<file path="config.mk">
export PLATFORM = sky130hd
export DESIGN_NAME = fetch_stage
export DESIGN_NICKNAME = d
export VERILOG_FILES = /design/src/rtl/cpu_pkg.sv /design/src/rtl/if_id_reg.sv /design/src/rtl/fetch_stage.sv
export SDC_FILE = /design/constraint.sdc
export NUM_CORES = 1
export LEC_CHECK = 0
export CAP_MARGIN = 20
export CORE_MARGIN = 4
export CORE_UTILIZATION = 45
export DETAILED_ROUTE_END_ITERATION = 10
export PLACE_DENSITY = 0.72
export SLEW_MARGIN = 20
export SYNTH_ARGS = -nofsm -noshare
export SYNTH_HDL_FRONTEND = slang
export SYNTH_SLANG_ARGS = --single-unit
</file>
<file path="constraint.sdc">
create_clock -name clk -period 1.8 [get_ports clk]
set_input_delay 0.18 -clock clk [delete_from_list [all_inputs] [get_ports clk]]
set_output_delay 0.18 -clock clk [all_outputs]
set_load 0.01 [all_outputs]
</file>
<file path="src/rtl/cpu_pkg.sv">
// Shared CPU definitions: instruction/address widths, opcodes, fetch FSM encoding.
package cpu_pkg;

  localparam int XLEN = 16;
  localparam int ILEN = 16;

  localparam logic [3:0] OP_ADD = 4'h0;
  localparam logic [3:0] OP_SUB = 4'h1;
  localparam logic [3:0] OP_AND = 4'h2;
  localparam logic [3:0] OP_OR  = 4'h3;
  localparam logic [3:0] OP_LD  = 4'h8;
  localparam logic [3:0] OP_ST  = 4'h9;
  localparam logic [3:0] OP_BEQ = 4'hC;
  localparam logic [3:0] OP_JMP = 4'hD;
  localparam logic [3:0] OP_HLT = 4'hF;

  typedef enum logic [1:0] {
    ST_FETCH = 2'd0,
    ST_HOLD  = 2'd1,
    ST_HALT  = 2'd2
  } fetch_state_e;

  // Instructions are 2 bytes; wraps modulo 2^16 with no carry out.
  function automatic logic [XLEN-1:0] pc_inc(input logic [XLEN-1:0] pc);
    return pc + 16'd2;
  endfunction

endpackage

</file>
<file path="src/rtl/if_id_reg.sv">
// IF/ID pipeline register: loads on load_i unless stalled, flush clears, 1-cycle latency.
// Backpressure: stall_i freezes contents; flush_i has priority over stall_i.
module if_id_reg
  import cpu_pkg::*;
(
  input  logic            clk,
  input  logic            rst_n,
  input  logic            flush_i,
  input  logic            stall_i,
  input  logic            load_i,
  input  logic [ILEN-1:0] instr_i,
  input  logic [XLEN-1:0] next_pc_i,
  output logic [ILEN-1:0] instr_o,
  output logic [XLEN-1:0] next_pc_o,
  output logic            valid_o
);

  logic [ILEN-1:0] instr_q, instr_d;
  logic [XLEN-1:0] next_pc_q, next_pc_d;
  logic            valid_q, valid_d;

  always_comb begin
    instr_d   = instr_q;
    next_pc_d = next_pc_q;
    valid_d   = valid_q;
    if (flush_i) begin
      instr_d   = '0;
      next_pc_d = '0;
      valid_d   = 1'b0;
    end else if (load_i && !stall_i) begin
      instr_d   = instr_i;
      next_pc_d = next_pc_i;
      valid_d   = 1'b1;
    end
  end

  always_ff @(posedge clk or negedge rst_n) begin
    if (!rst_n) begin
      instr_q   <= '0;
      next_pc_q <= '0;
      valid_q   <= 1'b0;
    end else begin
      instr_q   <= instr_d;
      next_pc_q <= next_pc_d;
      valid_q   <= valid_d;
    end
  end

  assign instr_o   = instr_q;
  assign next_pc_o = next_pc_q;
  assign valid_o   = valid_q;

endmodule

</file>
<file path="src/rtl/fetch_stage.sv">
// Instruction fetch: one word per cycle on zero-wait memory; a stalled ack parks in a one-entry hold buffer.
// Flush redirects and clears IF/ID; HLT stops requests. FETCH_STALL_CNT_EN adds the stall_cycles counter.
module fetch_stage
  import cpu_pkg::*;
#(
  parameter logic [XLEN-1:0] RESET_PC   = 16'h0000,
  parameter logic [3:0]      HLT_OPCODE = OP_HLT
) (
  input  logic            clk,
  input  logic            rst_n,
  output logic            imem_req,
  output logic [XLEN-1:0] imem_addr,
  input  logic            imem_ack,
  input  logic [ILEN-1:0] imem_rdata,
  input  logic            stall,
  input  logic            flush,
  input  logic [XLEN-1:0] br_target,
  output logic [XLEN-1:0] pc,
  output logic [ILEN-1:0] if_id_instr,
  output logic [XLEN-1:0] if_id_next_pc,
  output logic            if_id_valid,
  output logic            halted
`ifdef FETCH_STALL_CNT_EN
  ,
  output logic [15:0]     stall_cycles
`endif
);

  fetch_state_e    state_q, state_d;
  logic            req_q, req_d;
  logic [XLEN-1:0] pc_q, pc_d;
  logic [ILEN-1:0] hold_instr_q, hold_instr_d;
  logic [XLEN-1:0] hold_npc_q, hold_npc_d;
  logic            halted_q, halted_d;

  logic            ack_v;
  logic [XLEN-1:0] pc_plus2;
  logic            fetch_is_hlt;
  logic            hold_is_hlt;
  logic            ifid_load;
  logic [ILEN-1:0] ifid_instr_in;
  logic [XLEN-1:0] ifid_npc_in;

  // An ack only counts while a request is actually outstanding.
  assign ack_v        = req_q && imem_ack;
  assign pc_plus2     = pc_inc(pc_q);
  assign fetch_is_hlt = (imem_rdata[15:12] == HLT_OPCODE);
  assign hold_is_hlt  = (hold_instr_q[15:12] == HLT_OPCODE);

  always_comb begin
    state_d       = state_q;
    pc_d          = pc_q;
    hold_instr_d  = hold_instr_q;
    hold_npc_d    = hold_npc_q;
    halted_d      = halted_q;
    ifid_load     = 1'b0;
    ifid_instr_in = imem_rdata;
    ifid_npc_in   = pc_plus2;
    if (flush) begin
      state_d      = ST_FETCH;
      pc_d         = br_target;
      hold_instr_d = '0;
      hold_npc_d   = '0;
      halted_d     = 1'b0;
    end else begin
      case (state_q)
        ST_FETCH: begin
          if (ack_v) begin
            // HLT parks the PC on itself so a later redirect is the only way out.
            if (!fetch_is_hlt) pc_d = pc_plus2;
            if (stall) begin
              hold_instr_d = imem_rdata;
              hold_npc_d   = pc_plus2;
              state_d      = ST_HOLD;
            end else begin
              ifid_load = 1'b1;
              if (fetch_is_hlt) begin
                state_d  = ST_HALT;
                halted_d = 1'b1;
              end
            end
          end
        end
        ST_HOLD: begin
          if (!stall) begin
            ifid_load     = 1'b1;
            ifid_instr_in = hold_instr_q;
            ifid_npc_in   = hold_npc_q;
            state_d       = hold_is_hlt ? ST_HALT : ST_FETCH;
            halted_d      = hold_is_hlt;
          end
        end
        default: ;
      endcase
    end
  end

  assign req_d = (state_d == ST_FETCH);

  always_ff @(posedge clk or negedge rst_n) begin
    if (!rst_n) begin
      state_q      <= ST_FETCH;
      req_q        <= 1'b0;
      pc_q         <= RESET_PC;
      hold_instr_q <= '0;
      hold_npc_q   <= '0;
      halted_q     <= 1'b0;
    end else begin
      state_q      <= state_d;
      req_q        <= req_d;
      pc_q         <= pc_d;
      hold_instr_q <= hold_instr_d;
      hold_npc_q   <= hold_npc_d;
      halted_q     <= halted_d;
    end
  end

  if_id_reg u_if_id (
    .clk       (clk),
    .rst_n     (rst_n),
    .flush_i   (flush),
    .stall_i   (stall),
    .load_i    (ifid_load),
    .instr_i   (ifid_instr_in),
    .next_pc_i (ifid_npc_in),
    .instr_o   (if_id_instr),
    .next_pc_o (if_id_next_pc),
    .valid_o   (if_id_valid)
  );

`ifdef FETCH_STALL_CNT_EN
  logic [15:0] stall_cnt_q, stall_cnt_d;

  always_comb begin
    stall_cnt_d = stall_cnt_q;
    if (((req_q && !imem_ack) || (state_q == ST_HOLD)) && (stall_cnt_q != 16'hFFFF))
      stall_cnt_d = stall_cnt_q + 16'd1;
  end

  always_ff @(posedge clk or negedge rst_n) begin
    if (!rst_n) stall_cnt_q <= '0;
    else        stall_cnt_q <= stall_cnt_d;
  end

  assign stall_cycles = stall_cnt_q;
`endif

  assign imem_req  = req_q;
  assign imem_addr = pc_q;
  assign pc        = pc_q;
  assign halted    = halted_q;

endmodule

</file>
==> results summary, run 1 <==
The share of the Yosys chip area taken by registers is 0.4825. The number of clock sinks came out at 85. The total CTS buffers came out at 9.

The post-synthesis area per instance came out at 8.746 um^2. The vertical extent of the die is 107.0 um. The shortest clock period the worst path allows after layout came out at 1.743 ns. The main combinational cell family by area after synthesis is simple AND/OR/NAND/NOR gates. Leaving out fill and tap cells, the most frequent cell in the layout is sky130_fd_sc_hd__nand2_1. The run finished with clean final reports.

At the end of routability-driven placement, the weighted congestion stood at slightly above 0.8. The worst hold path belongs to the class in2reg. The final worst clock skew came out at 0.01253 ns. The synthesized netlist contains 52 unique library cells. Along the worst hold path, the cell count comes to 3. For the worst flop-to-flop path, the logic depth is 6. The detail-routed net length per standard cell came out at 16.99 um. The number of input and output port buffers inserted came out at 103.

The remaining design rule violation count is 0. Counting the fill cells in the layout gives 785. At the later pin of the worst-skew pair, clock insertion delay measures approximately 0.36 ns. The parity-gate share of the synthesized area counting xor and xnor cells came out at 0.03576. The aggregate global routing overflow came out at 0.

The worst vdd rail ir drop came out at ~0.43 mV. For this run, asynchronously set or reset flops after synthesis account for 1.000. The number of setup violations in the final report came out at 0. The switching power summed over all nets is between 1000 and 1500 uW. The number of nets with antenna violations after routing is 0.

The worst-case headroom to the max-slew limit came out at 0.6289. After detailed routing, the total wire length is 12980 um. The all-layer global routing usage is 0.2320. The first-iteration detailed-routing DRC count is 251. The worst hold margin is 0.2909 ns. The wire length of the first global-routing pass is about 21000 um. The area of the core came out at 0.009371 mm^2. STA puts the critical path data required time at 2.09 ns. The number of antenna violations at the first check in global routing came out at 0. When the netlist entered floorplanning its net count stood at 542. The pin count of the biggest net entering global routing came out at 66.

Setup repair after global routing could not meet its margin everywhere. The post-synthesis adder-cell area fraction is 0.002838. The total count of hold-check failures in the final report is 0. The sum of negative setup slack came out at 0 ns. The die span in x came out at 107.0 um. The worst hold path begins at flush. The clock tree from TritonCTS is yes. During synthesis, Yosys emitted a total of 0 warnings. The multiplexer share of the synthesized area is 0.004825. The sequential group share of total power is 0.462.

The static leakage is 0.002546 uW. The fraction of the mapped netlist area in compound gates is 0.1658. The power per standard cell area is ~750 mW/mm^2. 0 antenna diodes ended up in the layout.

The half-perimeter wire length after placement is 9129 um. The clock transition at the registers of the reported paths is 0.10 ns. The transition at the pin with the smallest max-transition slack is 0.5567 ns. The clock root buffer is sky130_fd_sc_hd__clkbuf_8.

The primary flip-flop cell chosen by synthesis mapping is sky130_fd_sc_hd__dfrtp_1. The share of total power dissipated in combinational logic is 0.273. STA classifies the critical path startpoint as a flop. The number of placed I/O pins came out at 104.

The simple-gate portion of the synthesized area is 0.2410. The post-synthesis sequential element count is 85. The synthesized netlist cell count is 504. The number of nets in the layout came out at approximately 670.

In the layout the commonest cells are sky130_fd_sc_hd__nand2_1, sky130_fd_sc_hd__clkdlybuf4s50_1, sky130_fd_sc_hd__dfrtp_1. Measured on the finished design, the core utilization comes to 0.6652. The detailed-route via count is 4245. The class of the most critical setup path is reg2reg. The depth of the CTS H-tree came out at 3.

The proportion of total power due to net switching is 0.3146. STA classifies the critical path endpoint as a flop. The internal power came out at 3209 uW. Compared with the post-synthesis result, the final layout area differs by 41.41%.

For this configuration, the core starts out at a cell density of 0.4704. The data arrival at the endpoint of the critical path came out at 2.03 ns. The number of buffers on the longest clock path is 2. The final critical-path share of the clock period came out at 0.9681. The number of iterations in the first detailed-routing pass came out at 5. The number of global-route vias before repair came out at 4196. The number of pins exceeding their max-slew limit in the final report is 0. The number of enable flip-flop cells after synthesis is 0. The mapped netlist covers 0.004408 mm^2. The part of the power in the clock network came out at 0.265. The fraction of layout cells with a size suffix above 1 came out at 0.1874. The via density per instance came out at 5.556. The top achievable clock speed is 573.8 MHz. The most critical setup path has its startpoint at imem_addr[1]. The startpoint identified for the worst register-to-register timing path is imem_addr[1]. The maximum fanout along the worst path is 5.

The standard-cell row count is 35. The area enclosed by the die boundary is 0.01144 mm^2. The total of max-cap violations came out at 0.
Yosys cell counts, drive strengths merged, types with 2 or more instances:
library cell,count,area share
a31oi,6,0.0085
clkbuf,37,0.032
a21oi,26,0.030
nor3,12,0.014
and2,4,0.0057
or4,3,0.0051
nor3b,2,0.0034
o21ai,16,0.018
dfrtp,85,0.48
nand2b,2,0.0028
o211ai,3,0.0051
o31a,3,0.0060
a22oi,3,0.0051
o311ai,2,0.0040
nand2,107,0.091
nand4,7,0.013
a2111oi,3,0.0060
xnor2,8,0.016
buf,22,0.034
or2,3,0.0043
or3,4,0.0057
xor2,10,0.020
a211oi,12,0.020
nor4,4,0.0071
nand4b,2,0.0040
nor2,54,0.046
a311oi,18,0.036
o31ai,3,0.0051
nand3,10,0.011
a31o,4,0.0079
nand3b,4,0.0068
and4,3,0.0060
o21a,2,0.0034
and3,5,0.0071
critical path, cell delays in order (launching register included):
cell                      delay, ns
sky130_fd_sc_hd__dfrtp_2       0.40
sky130_fd_sc_hd__ha_4          0.14
sky130_fd_sc_hd__nand2_2       0.09
sky130_fd_sc_hd__or3_4         0.41
sky130_fd_sc_hd__buf_4         0.15
sky130_fd_sc_hd__or3_1         0.30
sky130_fd_sc_hd__a31oi_1       0.17
layer usage:
metal | part of all wire | global-route usage | vias to the layer above
li1 | - | - | 2003
met1 | 0.44 | 0.3188 | 2054
met2 | 0.49 | 0.3705 | 172
met3 | 0.064 | 0.04395 | 16
met4 | 0.013 | 0.07671 | 0
met5 | 0 | 0 | -
final timing paths:
check                                             to  slack (ns)
worst max-delay path                   imem_addr[11]        0.06
worst min-delay path            u_if_id.next_pc_o[4]        0.29
worst max register to register         imem_addr[11]        0.06
worst min register to register       u_if_id.valid_o        0.52
max in group asynchronous               imem_addr[1]        0.85
min in group asynchronous              imem_addr[11]        0.34
stage by stage:
stage | cells | power [uW] | setup WS [ns] | cell area [um^2]
after floorplan | 504 | 2778 | -0.03422 | 4449
after global placement | 744 | 3378 | -0.1905 | 5889
after detailed placement | 744 | 3414 | -0.2682 | 5889
after CTS | 762 | 4662 | -0.0006242 | 6118
after global routing | 764 | 4919 | -0.07787 | 6233
final | 764 | 4682 | 0.05733 | 6233
final cells by class:
class                      instances  area [um^2]  area share
clock inverter                     7        52.55    0.008430
sequential                        85         2131      0.3418
inverter                           2        7.507    0.001204
timing repair buffer             174         1670      0.2680
clock buffer                       9        123.9     0.01987
tap                              129        161.4     0.02589
multi-input combinational        358         2087      0.3348
repair_timing:
action / in CTS / in global routing
hold buffers: 1 / 0
pin swaps: 0 / 6
endpoints found under the setup margin: 5 / 52
buffers inserted: 0 / 1
gates resized for setup: 5 / 26
endpoints found under the hold margin: 35 / 0
gates cloned: 1 / 1
cell families after synthesis:
kind of cell    count (synthesis)
xor+xnor                       18
simple gates                  230
mux                             2
buf+inv                        61
flops                          85
compound gates                107
fa+ha+maj                       1
power by group through the flow:
| stage | logic, uW | registers, uW | clock network [uW] |
|---|---|---|---|
| after floorplan | 536 | 2240 | 0 |
| after global placement | 1190 | 2190 | 0 |
| after detailed placement | 1220 | 2190 | 0 |
| after CTS | 1240 | 2160 | 1260 |
| after global routing | 1390 | 2180 | 1350 |
| final | 1280 | 2160 | 1240 |
sequential cells by signal (all words and copies together) (netlist names):
| name | flops |
|---|---|
| hold_instr_q | 16 |
| hold_npc_q | 16 |
| imem_addr | 16 |
| u_if_id.instr_o | 16 |
| u_if_id.next_pc_o | 16 |
| state_q | 2 |
| halted | 1 |
| imem_req | 1 |
| u_if_id.valid_o | 1 |
No activity file was read; power rests on OpenSTA's default activity.
==> inputs of run 2 (changes only) <==
CORE_ASPECT_RATIO = 0.9   (was default)
==> results summary, run 2 (synthesized netlist as in run 1, its figures left out) <==
The maximum fanout along the worst path came out at 5 (unchanged). The worst register-to-register path ends at imem_addr[12]. STA classifies the critical path startpoint as a flop.

The register-to-register setup slack was -0.04 ns (-0.10 ns). The worst hold margin is 0.3100 ns (+0.01916 ns). The detailed-route via count came out at 4208 (-0.87%). The fill cell total of the finished layout came out at 797 (+1.5%). The tightest min-delay check is of the in2async type. The number of standard cells in the final layout excluding fillers was 754 (-1.3%).

The worst-case headroom to the max-slew limit came out at 0.6944 (+0.06551). The detail-routed net length per standard cell is 16.84 um (-0.87%). The static leakage is 0.002543 uW (-0.13%). The total CTS buffers is 9 (unchanged). The power per standard cell area came out at 797.2 mW/mm^2 (+6.1%).

The half-perimeter wire length after placement is 8958 um (-1.9%). The number of nets with antenna violations after routing came out at 0 (unchanged). The pin count of the biggest net entering global routing came out at 73 (+11%). The total power consumption of the routed design is 4934 uW (+5.4%). The number of input and output port buffers inserted is 103 (unchanged). The number of placed cells counting well taps is 733 (-1.5%). The cell sitting at the root of the clock tree is a sky130_fd_sc_hd__clkbuf_8. The aggregate global routing overflow is 0 (unchanged).

The number of iterations in the first detailed-routing pass is 7 (+2). The fraction of layout cells with a size suffix above 1 is 0.1661 (-0.02126). The standard cell area after detailed placement is 0.005863 mm^2 (-0.45%). The total count of hold-check failures in the final report came to 0 (unchanged). The data arrival at the endpoint of the critical path is 2.13 ns (+0.10 ns). The post-route standard cell area excluding fillers is 0.006188 mm^2 (-0.72%). The vertical extent of the die came out at 101.9 um (-4.7%). The area of the core is 0.009331 mm^2 (-0.43%). STA classifies the critical path endpoint as a flop.

The clock insertion delay at the later pin of the skew report came out at 0.36 ns (about the same). The area added between synthesis and finish is 40.39%. The number of placed I/O pins is 104 (unchanged). The wire length reported by the detailed router is 12700 um (-2.2%).

The flow ran to the end, but the final reports show violations. The shortest clock period the worst path allows after layout was 1.841 ns (+0.09844 ns). The weighted congestion at the end of routability-driven global placement is 0.8498 (+3.1%). The remaining design rule violation count is 0 (unchanged). The number of cells on the worst reg-to-reg path came to 7 (+1). The number of buffers on the longest clock path is 2 (unchanged). The final critical-path share of the clock period came to 1.023 (+0.05469). The die span in x is 112.3 um (+5.0%).

The number of setup violations in the final report is 1 (+1). The transition at the pin with the smallest max-transition slack is 0.4584 ns (-0.09826 ns). The worst vdd rail ir drop is 0.4457 mV (+3.4%). The checks that failed: setup timing.

The number of diodes added for antenna fixing is 0 (unchanged). The first-iteration detailed-routing DRC count came out at 367 (+46%). The all-layer global routing usage came out at 0.2214 (-0.01059).

The area enclosed by the die boundary was 0.01145 mm^2 (about the same). The setup slack of the critical path after layout is -0.04111 ns (-0.09844 ns). The pre-CTS setup slack is -0.3663 ns (-0.09812 ns). The number of antenna violations at the first check in global routing came to 0 (unchanged). In the layout the commonest cells are sky130_fd_sc_hd__nand2_1, sky130_fd_sc_hd__clkdlybuf4s50_1, sky130_fd_sc_hd__dfrtp_1. The multi-input logic area is 0.002037 mm^2 (-2.4%). The top achievable clock speed is 543.2 MHz (-5.3%). The class of the most critical setup path is reg2reg. In this run the critical register-to-register path is launched from state_q[0].

The number of global-route vias before repair was 4141 (-1.3%). The depth of the CTS H-tree came to 3 (unchanged). The standard-cell row count came out at 33 (-5.7%).

The number of nets in the layout is 665 (-0.45%). The worst endpoint required time came out at 2.09 ns (about the same). The via density per instance was 5.581 (+0.44%). The clock transition at the registers of the reported paths came out at 0.09 ns (about the same). Setup repair after global routing could not meet its margin everywhere. TritonCTS built the clock tree. The effective utilization at floorplan is 0.4724 (+0.002018). The total of max-cap violations is 0 (unchanged). The wire length of the first global-routing pass came out at 20510 um (-2.5%). The number of clock sinks is 85 (unchanged). The final worst clock skew came out at 0.01035 ns (-0.002177 ns). The number of pins exceeding their max-slew limit in the final report is 0 (unchanged). The library cell used most frequently in the layout, excluding fill and tap cells, is sky130_fd_sc_hd__nand2_1.

The area used by sequential logic in the layout is 0.002130 mm^2 (about the same).
## run 2: cell type report
cell class,instances,area share
Clock buffer,11,0.02285
Clock inverter,5,0.01355
Inverter,2,0.001213
Multi-Input combinational cell,358,0.3292
Sequential cell,85,0.3441
Tap cell,122,0.02467
Timing Repair Buffer,171,0.2645
## run 2: timing repair
item,CTS,global route
resized for setup,4,11
endpoints found under the hold margin,33,0
gates cloned,0,1
buffers inserted,3,0
hold buffers,1,0
pin swaps,6,3
setup endpoints to repair,5,21
## run 2: metal layers
metal | global-route usage | up-vias | part of all wire
met4 | 0.07394 | 0 | 0.022
met1 | 0.2824 | 2039 | 0.42
met2 | 0.3756 | 151 | 0.50
met3 | 0.05329 | 22 | 0.057
li1 | - | 1996 | -
met5 | 0 | - | 0
## run 2: worst max path at each step
stage | start | endpoint | slack (ns) | cells past startpoint
floorplan | imem_addr[7] | imem_addr[15] | -0.03 | 6
global placement | imem_ack | imem_addr[13] | -0.33 | 6
detailed placement | imem_ack | imem_addr[15] | -0.37 | 6
CTS | state_q[0] | imem_addr[10] | -0.03 | 6
global route | state_q[0] | imem_addr[12] | -0.16 | 7
finish | state_q[0] | imem_addr[12] | -0.04 | 7
## run 2: metrics by stage
step	utilization	setup TNS [ns]
after detailed placement	0.6283	-9.785
after global placement	0.6283	-8.621
final	0.6632	-0.04111
after floorplan	-	-0.06882
after global routing	0.6632	-0.5467
after CTS	0.6577	-0.08582
## run 2: worst max-delay path: stages, from the launching register on
cell and delay (ns):
sky130_fd_sc_hd__dfrtp_1 0.40, sky130_fd_sc_hd__nor4bb_2 0.34, sky130_fd_sc_hd__buf_4 0.19, sky130_fd_sc_hd__buf_6 0.09, sky130_fd_sc_hd__nand4_1 0.11, sky130_fd_sc_hd__buf_4 0.18
sky130_fd_sc_hd__or3_1 0.30, sky130_fd_sc_hd__a31oi_1 0.16
## run 2: where the power goes
part | switching (uW) | total [uW] | leakage [uW] | internal (uW)
Clock | 707 | 1530 | 0.000106 | 823
Combinational | 610 | 1250 | 0.00132 | 640
Sequential | 102 | 2150 | 0.00111 | 2050
==> inputs of run 3 (changes only) <==
ABC_AREA = 1   (was default)
CORE_UTILIZATION = 46   (was 45)
PLACE_DENSITY = 0.73   (was 0.72)
==> results summary, run 3 <==
In this run the worst setup path begins at imem_addr[3]. By count the netlist is led by sky130_fd_sc_hd__nand2_1, sky130_fd_sc_hd__dfrtp_1, sky130_fd_sc_hd__o21ai_0. The number of nets with antenna violations after routing is 0 (unchanged). The tightest min-delay check is of the in2async type.

The cell type with the highest aggregate area in the netlist is sky130_fd_sc_hd__dfrtp_1. TritonCTS built the clock tree. The post-synthesis sequential element count came out at 85 (unchanged). In this run the worst setup path terminates at imem_addr[3]. The number of nets in the layout is 737 (+11%). The area enclosed by the die boundary is 0.01163 mm^2 (+1.6%). The worst vdd rail ir drop was 0.3832 mV (-14%). The most frequent cell after synthesis is sky130_fd_sc_hd__nand2_1. The total CTS buffers is 9 (unchanged). The count of different cell masters after synthesis is 33 (-37%). The pin count of the biggest net entering global routing came out at 45 (-38%).

The area of the core is 0.009699 mm^2 (+3.9%). The worst hold margin was 0.2181 ns (-0.09194 ns). The standard-cell row count came out at 34 (+3.0%).

The die span in x came out at 113.2 um (+0.79%). Setup repair after global routing left no endpoint under its margin. The pre-CTS setup slack is -0.0009218 ns (+0.3654 ns). The delay of the slowest critical-path stage came out at 0.61 ns (+0.21 ns). The clock transition at the registers of the reported paths is 0.08 ns (about the same). The worst-case headroom to the max-slew limit is 0.6247 (-0.06969). The capturing point of the worst reg2reg path is u_if_id.next_pc_o[9].

The proportion of netlist area held by the largest area contributor came to 0.4641 (-0.01844). The most common cell after layout, fill and taps aside is sky130_fd_sc_hd__nand2_1. The warning count from the yosys run came to 0 (unchanged). The number of placed I/O pins came out at 104 (unchanged). The share of async-settable or async-resettable flops after synthesis is 1.000 (unchanged). The number of clock sinks came out at 85 (unchanged). The area added between synthesis and finish came out at 28.47%. The number of diodes added for antenna fixing is 0 (unchanged). The all-layer global routing usage is 0.2197 (-0.001737). The reg-to-reg startpoint is imem_addr[1].

The wire length reported by the detailed router came to 12560 um (-1.1%). The detail-routed net length per standard cell came to 15.16 um (-10%). The number of setup buffers added after CTS is 0 (-3). The final worst clock skew came to 0.009273 ns (-0.001080 ns). The fill cell total of the finished layout is 900 (+13%). The post-route standard cell area excluding fillers is 0.005888 mm^2 (-4.9%). The transition at the pin with the smallest max-transition slack is 0.5621 ns (+0.1037 ns). The half-perimeter wire length after placement is 9049 um (+1.0%).

The depth of the CTS H-tree is 3 (unchanged). The fraction of layout cells with a size suffix above 1 came out at 0.07692 (-0.08922). The number of placed cells counting well taps is 813 (+11%). The synthesized netlist net count came to 645 (+19%). The remaining design rule violation count is 0 (unchanged). Leaving out fill and tap cells, the most frequent cells in the layout are sky130_fd_sc_hd__nand2_1, sky130_fd_sc_hd__clkdlybuf4s50_1, sky130_fd_sc_hd__dfrtp_1.

The post-synthesis area per instance is 7.550 um^2 (-14%). The final critical-path share of the clock period is 0.9319 (-0.09096). The worst setup path is captured at an output port. The flow ran to the end, and the final reports show no timing, DRC or antenna violations.

The standard cell area after detailed placement was 0.005692 mm^2 (-2.9%). The final standard cell utilization of the core is 0.6071 (-0.05611). The effective utilization at floorplan is 0.4725 (about the same). The number of cells on the worst reg-to-reg path is 10 (+3). The netlist area before placement was 0.004583 mm^2 (+4.0%). The total count of hold-check failures in the final report came out at 0 (unchanged). The shortest clock period the worst path allows after layout came to 1.677 ns (-0.1637 ns). The weighted congestion at the end of routability-driven global placement came out at 0.9192 (+8.2%). STA classifies the critical path startpoint as a flop. Traced cell by cell, the critical path runs through clkdlybuf4s50_1. The number of global-route vias before repair is 4076 (-1.6%). The top achievable clock speed is 596.2 MHz (+9.8%). The total buffers and inverters traversed by the critical path is 1 (-2). The worst endpoint required time is 1.62 ns (-0.47 ns). The number of enable flip-flop cells after synthesis came out at 0 (unchanged). The post-synthesis sequential area ratio came out at 0.4641 (-0.01844). The static leakage came out at 0.002777 uW (+9.2%). By area the synthesized netlist is led by sky130_fd_sc_hd__dfrtp_1, sky130_fd_sc_hd__nand2_1, sky130_fd_sc_hd__o21ai_0. The vertical extent of the die was 102.7 um (+0.79%). The class of the most critical setup path is reg2out. The setup slack of the critical path after layout came out at 0.1226 ns (+0.1637 ns). The worst-path cell with the longest stage delay is sky130_fd_sc_hd__clkdlybuf4s50_1.

The data arrival at the endpoint of the critical path is 1.50 ns (-0.63 ns). The total of max-cap violations is 0 (unchanged). The first-iteration detailed-routing DRC count was 309 (-16%). The maximum fanout along the worst path was 8 (+3).

The number of buffers on the longest clock path is 2 (unchanged). The number of iterations in the first detailed-routing pass is 5 (-2). The synthesized netlist cell count came to 607 (+20%).

The number of pins exceeding their max-slew limit in the final report is 0 (unchanged). The aggregate global routing overflow is 0 (unchanged). The clock insertion delay at the later pin of the skew report is 0.36 ns (about the same). The number of input and output port buffers inserted came to 103 (unchanged). The critical path depth in cells came out at 1 (-6). On the critical path the largest part of the delay comes from buffers and inverters. The register-to-register setup slack was 0.13 ns (+0.17 ns).

The number of standard cells in the final layout excluding fillers is 828 (+9.8%). The detailed-route via count is 4311 (+2.4%). The via density per instance is 5.207 (-6.7%).

The number of antenna violations at the first check in global routing is 0 (unchanged). The wire length of the first global-routing pass is 20240 um (-1.3%). The power per standard cell area is 810.7 mW/mm^2 (+1.7%). The number of setup violations in the final report is 0 (-1). The cell sitting at the root of the clock tree is a sky130_fd_sc_hd__clkbuf_8. Among all flip-flop cells after synthesis, the most frequent one is sky130_fd_sc_hd__dfrtp_1.
run 3: what timing repair did:
item	4_1_cts	5_1_grt
endpoints found under the setup margin	0	5
resized for setup	0	2
hold buffers	1	0
hold endpoints to repair	56	0
run 3: worst min-delay path by stage:
stage | startpoint | endpoint | slack [ns] | cells past startpoint
2_1_floorplan | rst_n | halted | -0.12 | 0
3_3_place_gp | rst_n | u_if_id.instr_o[4] | 0.04 | 1
3_5_place_dp | rst_n | u_if_id.instr_o[2] | 0.04 | 1
4_1_cts | rst_n | u_if_id.instr_o[1] | 0.20 | 2
5_1_grt | rst_n | u_if_id.instr_o[6] | 0.23 | 2
6_report | rst_n | u_if_id.instr_o[6] | 0.22 | 2
run 3: metrics by stage:
stage               total power (uW)  setup TNS [ns]
floorplan                       2895               0
CTS                             4809               0
global placement                3476               0
global route                    5043               0
detailed placement              3501      -0.0009218
finish                          4774               0
run 3: logic make-up after synthesis:
| kind of cell | count (synthesis) | share of synthesized area |
|---|---|---|
| xor gates and xnor gates | 10 | 0.02075 |
| AOI/OAI and AO/OA | 101 | 0.1297 |
| buffers and inverters | 96 | 0.09610 |
| adders and majority gates | 1 | 0.002730 |
| DFF | 85 | 0.4641 |
| and+or+nand+nor | 314 | 0.2866 |
run 3: layout make-up:
cell class | instances | area, um^2 | share of cell area
clock buffers | 12 | 145.1 | 0.02465
clock inverters | 2 | 35.03 | 0.005950
inverters | 56 | 210.2 | 0.03570
multi-input cells | 426 | 2021 | 0.3432
flip-flops and latches | 85 | 2128 | 0.3615
well taps | 126 | 157.7 | 0.02677
repair buffers | 121 | 1191 | 0.2023
run 3: layer usage:
metal / global-route usage / vias up / share of wire
met3: 0.04695 / 19 / 0.070
met4: 0.06654 / 0 / 0.014
li1: - / 2118 / -
met1: 0.3076 / 2025 / 0.46
met2: 0.3461 / 149 / 0.46
met5: 0 / - / 0
run 3: power breakdown:
group / internal (uW) / total [uW] / switching (uW) / leakage (uW)
Sequential: 2070 / 2220 / 150 / 0.00113
Combinational: 576 / 1250 / 678 / 0.00156
Clock: 664 / 1300 / 638 / 0.0000923
